==> config.mk <==
export PLATFORM = sky130hd
export DESIGN_NAME = sigmoid
export DESIGN_NICKNAME = d
export VERILOG_FILES = /design/src/rtl/sigmoid.sv
export SDC_FILE = /design/constraint.sdc
export NUM_CORES = 1
export LEC_CHECK = 0
export ABC_AREA = 0
export CAP_MARGIN = 20
export CORE_ASPECT_RATIO = 0.75
export CORE_MARGIN = 8
export CORE_UTILIZATION = 55
export DETAILED_ROUTE_END_ITERATION = 8
export PLACE_DENSITY_LB_ADDON = 0.08
export SLEW_MARGIN = 20
export SYNTH_ARGS = -nofsm -noshare
export SYNTH_HDL_FRONTEND = slang
export SYNTH_SLANG_ARGS = --single-unit
==> constraint.sdc <==
create_clock -name clk -period 3.2 [get_ports clk]
set_clock_uncertainty 0.05 [all_clocks]
set_input_delay 0.32 -clock clk [delete_from_list [all_inputs] [get_ports clk]]
set_output_delay 0.32 -clock clk [all_outputs]
set_load 0.01 [all_outputs]
==> src/rtl/sigmoid.sv <==
// Three-stage pipelined logistic sigmoid using the PLAN piecewise-linear approximation.
// Q3.12 signed input, Q1.15 unsigned output; shifts and adds only.
module sigmoid (
    input  logic        clk,
    input  logic        rst_n,
    input  logic        in_valid,
    input  logic [15:0] x,
    output logic        out_valid,
    output logic [15:0] y
);

    logic [2:0]  valid_q;
    logic [15:0] a_q;
    logic        s1_q;
    logic [15:0] p_q;
    logic        s2_q;
    logic [15:0] a_next;
    logic [15:0] p_next;
    logic [15:0] y_next;

    // Two's-complement magnitude; 0x8000 maps to 32768, which fits unsigned 16 bits.
    always_comb begin
        a_next = x;
        if (x[15]) begin
            a_next = ~x + 16'd1;
        end
    end

    // PLAN segments on |x|; every sum stays below 65536 so 16-bit arithmetic is exact.
    always_comb begin
        p_next = 16'd0;
        if (a_q >= 16'd20480) begin
            p_next = 16'd32768;
        end else if (a_q >= 16'd9728) begin
            p_next = {2'b00, a_q[15:2]} + 16'd27648;
        end else if (a_q >= 16'd4096) begin
            p_next = a_q + 16'd20480;
        end else begin
            p_next = {a_q[14:0], 1'b0} + 16'd16384;
        end
    end

    always_comb begin
        y_next = p_q;
        if (s2_q) begin
            y_next = 16'd32768 - p_q;
        end
    end

    always_ff @(posedge clk or negedge rst_n) begin
        if (!rst_n) begin
            valid_q <= 3'b000;
            a_q     <= 16'd0;
            s1_q    <= 1'b0;
            p_q     <= 16'd0;
            s2_q    <= 1'b0;
            y       <= 16'd0;
        end else begin
            valid_q <= {valid_q[1:0], in_valid};
            // Each rank loads only behind a valid sample, so y holds through gaps.
            if (in_valid) begin
                a_q  <= a_next;
                s1_q <= x[15];
            end
            if (valid_q[0]) begin
                p_q  <= p_next;
                s2_q <= s1_q;
            end
            if (valid_q[1]) begin
                y <= y_next;
            end
        end
    end

    assign out_valid = valid_q[2];

endmodule

==> impl_results.md, run 1 <==
* Final Slew Violations at 0
* Synth warnings at 0
* Fmax at roughly 410 MHz
* Reg-to-reg endpoint: p_q[11]$_DFFE_PN0P_
* Total Wirelength at around 6.5 mm
* Vert. Die Dim at around 81 um
* Top_reg_cell synth: dfrtp_1
* Commonest non-fill, non-tap cell in the layout: dfrtp_1
* Routed len/inst at around 15 um
* Pin count of the biggest net entering global routing at 37
* Critical path arrival at roughly 2.6 ns
* Synth Register Bits at 53
* DP HPWL at roughly 4.9 mm
* Remaining DRCs at 0
* Syn-to-layout area delta at 16.8%
* Slew margin rel. at 0.460
* Final Hold Fails at 0
* Core area at around 0.0054 sq mm
* Inserted Diodes at 0
* Final Cycle Share at 0.763
* RR Startpoint: a_q[14]$_DFFE_PN0P_
* Vias in the first global route at roughly 2,400
* Deepest clock path buffer count at 2
* R2R setup slack at roughly 0.76 ns
* Global-route wire length before repair at about 11 mm
* CP max stage delay at about 0.55 ns
* H-Tree Level Count at 2
* Global Route Usage Sum at 0.171
* Internal power at 1480 uW
* Nets at between 300 and 400
* CTS root buf: clkbuf_8
* Antenna Nets Post-Route at 0
* Post-Place Cells at around 410
* PwrDens at slightly above 600 mW/mm^2
* Sw frac at 0.330
* Sinks on Clock Net at 53
* Die area at around 0.0083 sq mm
* Initial core utilization at 0.577
* Num CTS Buffers at 5
* Sw power at 727 uW
* Via Count at 2,404
* Number of cells on the worst reg-to-reg path at 7
* Maximum vdd ir drop at around 0.00029 V
* Synthesized instance count at around 310
* Simple-gate share of the synthesized area at 0.121
* Critical path cell sequence: inv_1 -> ha_1 -> nor4b_1 -> nand3_1 -> o21ai_4 -> mux2_2 -> o22ai_1
* Worst-Skew Late Latency at approximately 0.31 ns
* Most frequent cells in the layout: dfrtp_1 (53), nor2_1 (37), clkdlybuf4s50_1 (34), a21oi_1 (29), inv_1 (25)
* Worst EP required at approximately 3.4 ns
* Initial drt markers at 98
* FP Rows at 23
* Post-CTS sizing at 0
* IO buf count at 35
* Post-CTS Setup Bufs at 0
* Post-Syn Area at 0.00310 sq mm
* RSZ-0062 raised after global routing: false
* CP Class: flop to flop
* Gr ovfl total at 0
* Sequential share of the synthesized area at 0.427
* Reg power frac at 0.438
* Syn avg cell area at around 9.9 sq um
* Pre-antenna DRT Iters at 4
* Pleak at approximately 0.0015 uW
* Worst-path maximum fanout at 19
* Slowest cell on crit path: o21ai_4
* Share of post-route cells with drive strength above 1 at 0.107
* Post-synthesis mux area share at 0.110
* Post-synthesis async set-or-reset flop share at 1.00
* Library cells used by synthesis at 48
* Compound-Gate Fraction of Synth Area at 0.168
* Maxcap violations at 0
* # fillers at 470
* Via/cell ratio at around 5.7
* Mapped Nets at roughly 340
* Synth Area in Adders at 0.0363
* Gpl congestion at about 0.85
* Slew @ Worst Pin at 0.809 ns
* Post-synth EDFFs at 0
* Combinational family with the most area after synthesis: compound AO/OA/AOI/OAI gates
* Power share of the combinational group at 0.347
* Fin cells at about 420
* Period minus WS final at ~2.4 ns
* Worst-path clk slew at ~0.09 ns
* Final Setup Violations at 0
* Hold WC Path Type: input pin to async pin
* TritonCTS clock tree: built
* Crit start category: flop
* Crit path capture type: flop
* Post-Synth XOR/XNOR Area at 0.0847
* Setup TNS Final at 0 ns
* Initial antenna violation count at 0
* Post-CTS Hold Buffers at 0
* Die X at between 100 and 150 um
* Top-Level Pins at 36
* Clock share of power at 0.215
* Status: finished clean
-- synthesized netlist by cell type, types with 2 or more instances --
library cell  instances  area (sq um)
nor3b_1               2          15.0
mux2_2               16           180
xnor2_1              19           166
nor4_1                3          18.8
inv_1                25          93.8
nor2_1               37           139
nand4_1               5          31.3
clkbuf_1              9          33.8
dfrtp_1              53          1330
mux2i_1              16           160
a31oi_1               2          12.5
a21oi_1              29           145
o41ai_1               2          17.5
o21ai_0               7          35.0
a211oi_1              3          22.5
nor3_1                3          15.0
nand2_1              10          37.5
o31ai_1               4          30.0
nor4_4                2          42.5
xor2_1               11          96.3
ha_1                  9           113
a41oi_1               2          17.5
a21o_1                2          15.0
nand3_1               4          20.0
and3_1                2          12.5
nor2b_1               2          12.5
buf_6                 2          22.5
o22ai_1              11          68.8
o32ai_1               2          17.5
-- cell type report --
cell class,count,area (sq um),share of cell area
timing repair buffer,40,383,0.106
sequential,53,1330,0.366
inverter,25,93.8,0.0259
tap,75,93.8,0.0259
clock inverter,1,30.0,0.00829
multi-input combinational,221,1610,0.444
clock buffer,7,86.3,0.0238
-- power by group through the flow --
stage	clock, uW	combinational [uW]	sequential (uW)
after floorplan	0	480	977
after global placement	0	759	975
after detailed placement	0	773	978
after CTS	487	778	965
after global routing	514	846	996
final	475	766	966
-- cells by family (layout without fill, tap and decap cells) --
family          Yosys count  in the layout
compound gates           76             76
fa+ha+maj                 9              9
xor+xnor                 30             30
flops                    53             53
simple gates             74             74
mux                      32             32
buf+inv                  39             73
-- worst max path at each step --
stage | start | end | slack (ns) | cells past startpoint
after floorplan | a_q[14]$_DFFE_PN0P_ | p_q[2]$_DFFE_PN0P_ | 1.24 | 8
after global placement | x[1] | a_q[13]$_DFFE_PN0P_ | 0.83 | 6
after detailed placement | x[1] | a_q[13]$_DFFE_PN0P_ | 0.79 | 6
after CTS | a_q[14]$_DFFE_PN0P_ | p_q[11]$_DFFE_PN0P_ | 0.78 | 7
after global routing | a_q[14]$_DFFE_PN0P_ | p_q[11]$_DFFE_PN0P_ | 0.60 | 7
final | a_q[14]$_DFFE_PN0P_ | p_q[11]$_DFFE_PN0P_ | 0.76 | 7
-- state kept, by name, summed over array words and instances, names as in the netlist --
signal   cells
a_q         16
p_q         16
s1_q         1
s2_q         1
y           16
valid_q      3
-- critical path: cells and delay by family (launching register included) --
family                     cells  cell delay, ns
AOI/OAI and AO/OA              2            0.65
adders and majority gates      1            0.17
buffers and inverters          1            0.12
DFF                            1            0.50
muxes                          1            0.41
and+or+nand+nor                2            0.47
-- per-stage QoR --
step           hold WS (ns)  total power [uW]   util  setup slack, ns  area, sq um
6_report             0.0442              2210  0.673            0.757         3620
5_1_grt               0.118              2360  0.673            0.599         3620
4_1_cts              0.0715              2230  0.673            0.778         3620
3_5_place_dp          0.409              1750  0.652            0.794         3510
3_3_place_gp          0.402              1730  0.652            0.833         3510
2_1_floorplan       -0.0256              1460      -             1.24         3100
-- metal layers --
metal	track usage	routed length, um	vias to the layer above
li1	-	-	1177
met1	0.240	3230	1193
met2	0.267	2980	26
met3	0.0316	214	8
met4	0.0460	65	0
met5	0	0	-
Power figures use the tool's default switching activity.
==> run 2: changes to the inputs <==
Settings changed: CORE_UTILIZATION 55 to 51.
Clock period 3.2 ns to 1.95 ns, I/O delays scaled along.
==> run 2 against run 1 <==
Against the previous run:
- the flow now finishes with violations (setup timing)
- total power increased by 86%
- count of clock-buffer cells in the layout fell by 2
- global-route usage increased by 0.099 points
- critical path type unchanged
- critical endpoint is now p_q[5]$_DFFE_PN0P_
- highest routed layer unchanged
==> impl_results.md, run 2 (synthesized netlist as in run 1, its figures left out) <==
* Global Route Usage Sum at 0.172 (+0.000992)
* Global-route wire length before repair at 12.7 mm (+12%)
* Gr ovfl total at 0 (unchanged)
* WHS at 0.312 ns (+0.268 ns)
* Most frequent cells in the layout: buf_4 (60), dfrtp_1 (50), nor2_1 (37), clkdlybuf4s50_1 (34), a21oi_1 (29)
* Final Cycle Share at 1.06 (+0.293)
* Num CTS Buffers at 5 (unchanged)
* Post-layout instance area at 0.00428 sq mm (+18%)
* Worst-Skew Late Latency at 0.31 ns (about the same)
* Pin count of the biggest net entering global routing at 36 (-2.7%)
* Inserted Diodes at 0 (unchanged)
* Via Count at 2,671 (+11%)
* PwrDens at 961 mW/mm^2 (+58%)
* Setup Slack @ Placement at -0.187 ns (-0.982 ns)
* RR Startpoint: a_q[4]$_DFFE_PN0P_
* Remaining DRCs at 0 (unchanged)
* Gpl congestion at 0.821 (-3.6%)
* Share of post-route cells with drive strength above 1 at 0.288 (+0.181)
* Final setup margin at -0.109 ns (-0.867 ns)
* Nets at 437 (+17%)
* Cell Area, Placed at 0.00395 sq mm (+13%)
* Slowest cell on crit path: dfrtp_1
* Antenna Nets Post-Route at 0 (unchanged)
* DP HPWL at 5.64 mm (+16%)
* Vert. Die Dim at 83.6 um (+3.1%)
* TritonCTS clock tree: built
* Multi-input gate area at 0.00170 sq mm (+5.7%)
* Crit start category: flop
* Number of cells on the worst reg-to-reg path at 6 (-1)
* # fillers at 435 (-7.4%)
* Vias in the first global route at 2,580 (+7.4%)
* RSZ-0062 raised after global routing: true
* Worst EP required at 2.09 ns (-1.30 ns)
* Fin cells at 488 (+16%)
* Die X at 106 um (+3.3%)
* Via/cell ratio at 5.47 (-3.9%)
* Period minus WS final at 2.06 ns (-0.383 ns)
* Initial antenna violation count at 0 (unchanged)
* Fmax at 486 MHz (+19%)
* Slew margin rel. at 0.671 (+0.211)
* Initial drt markers at 129 (+32%)
* Worst-path clk slew at 0.11 ns (+0.02 ns)
* Syn-to-layout area delta at 37.8%
* Sinks on Clock Net at 53 (unchanged)
* Top-Level Pins at 36 (unchanged)
* Register area at 0.00133 sq mm (+0.28%)
* Final Hold Fails at 0 (unchanged)
* Total Wirelength at 7.84 mm (+21%)
* H-Tree Level Count at 2 (unchanged)
* Failing checks: setup timing
* Final Slew Violations at 0 (unchanged)
* FP Rows at 24 (+4.3%)
* Pleak at 0.00188 uW (+22%)
* Pre-antenna DRT Iters at 4 (unchanged)
* Critical path cell sequence: nor4_4 -> nand3_2 -> o21ai_4 -> buf_12 -> mux2i_2 -> o22ai_1
* CP max stage delay at 0.44 ns (-0.11 ns)
* Maxcap violations at 0 (unchanged)
* Setup TNS Final at -0.390 ns (-0.390 ns)
* Hold WC Path Type: input pin to async pin
* Slew @ Worst Pin at 0.493 ns (-0.316 ns)
* Deepest clock path buffer count at 2 (unchanged)
* Commonest non-fill, non-tap cell in the layout: buf_4
* Critical path arrival at 2.20 ns (-0.43 ns)
* Status: finished, violations left
* Die area at 0.00886 sq mm (+6.4%)
* R2R setup slack at -0.11 ns (-0.87 ns)
* Worst-path maximum fanout at 5 (-14)
* Core area at 0.00586 sq mm (+8.8%)
* Regs by FF count: a_q (16), p_q (16), y (16)
* IO buf count at 35 (unchanged)
* Crit path capture type: flop
* Reg-to-reg endpoint: p_q[5]$_DFFE_PN0P_
* CP Class: flop to flop
* Maximum vdd ir drop at 0.000711 V (+150%)
* Initial core utilization at 0.530 (-0.0467)
* CTS root buf: clkbuf_8
* Routed len/inst at 16.1 um (+4.6%)
* Final Setup Violations at 10 (+10)
* Post-Place Cells at 469 (+13%)
==> run 2: cell count changes in the layout (fill, tap and decap cells not counted), sizes merged <==
cell and delta:
clkbuf -1, bufinv +1, inv +1, dlygate4sd3 +1
buf +60, o21ai +1
==> run 2: worst max-delay path, delay by kind of cell, from the launching register on <==
| kind | cells | cell delay, ns |
|---|---|---|
| AO/OA/AOI/OAI | 2 | 0.43 |
| flip-flops | 1 | 0.44 |
| multiplexers | 1 | 0.26 |
| buffers and inverters | 1 | 0.17 |
| AND/OR/NAND/NOR | 2 | 0.58 |
==> run 2: power breakdown <==
| group | total [uW] | switching, uW | internal [uW] |
|---|---|---|---|
| registers | 1560 | 209 | 1350 |
| clock network | 911 | 394 | 517 |
| logic | 1640 | 741 | 897 |
==> run 2: worst max-delay path by stage <==
stage	start	end	slack, ns	cells after the start
after floorplan	a_q[12]$_DFFE_PN0P_	p_q[12]$_DFFE_PN0P_	0.002	6
after global placement	x[0]	a_q[10]$_DFFE_PN0P_	-0.17	8
after detailed placement	x[0]	a_q[10]$_DFFE_PN0P_	-0.19	8
after CTS	a_q[12]$_DFFE_PN0P_	p_q[7]$_DFFE_PN0P_	0.002	6
after global routing	a_q[4]$_DFFE_PN0P_	p_q[5]$_DFFE_PN0P_	-0.21	6
final	a_q[4]$_DFFE_PN0P_	p_q[5]$_DFFE_PN0P_	-0.11	6
==> run 2: through the flow <==
stage               utilization  total power, uW
global placement          0.674             3030
floorplan                     -             2390
CTS                       0.709             4030
detailed placement        0.674             3080
global route              0.730             4360
finish                    0.730             4110
==> run 2: repair_timing <==
| item | CTS | global route |
|---|---|---|
| hold endpoints to repair | 18 | 0 |
| gates resized for setup | 10 | 12 |
| buffers inserted | 3 | 5 |
| endpoints found under the setup margin | 16 | 20 |
| hold buffers | 1 | 0 |
| pin swaps | 3 | 7 |
| cloned | 0 | 2 |
==> run 2: routing by layer <==
metal	track usage	share of wire	up-vias
met5	0	0	-
met4	0.0306	0.0078	0
met3	0.0363	0.039	6
met2	0.282	0.49	39
met1	0.229	0.46	1316
li1	-	-	1310
==> run 2: area by class of cell <==
class,instances,share of cell area
inverters,25,0.0219
flip-flops and latches,53,0.311
repair buffers,102,0.214
clock buffers,5,0.0161
clock inverters,3,0.0161
multi-input cells,222,0.398
well taps,78,0.0228
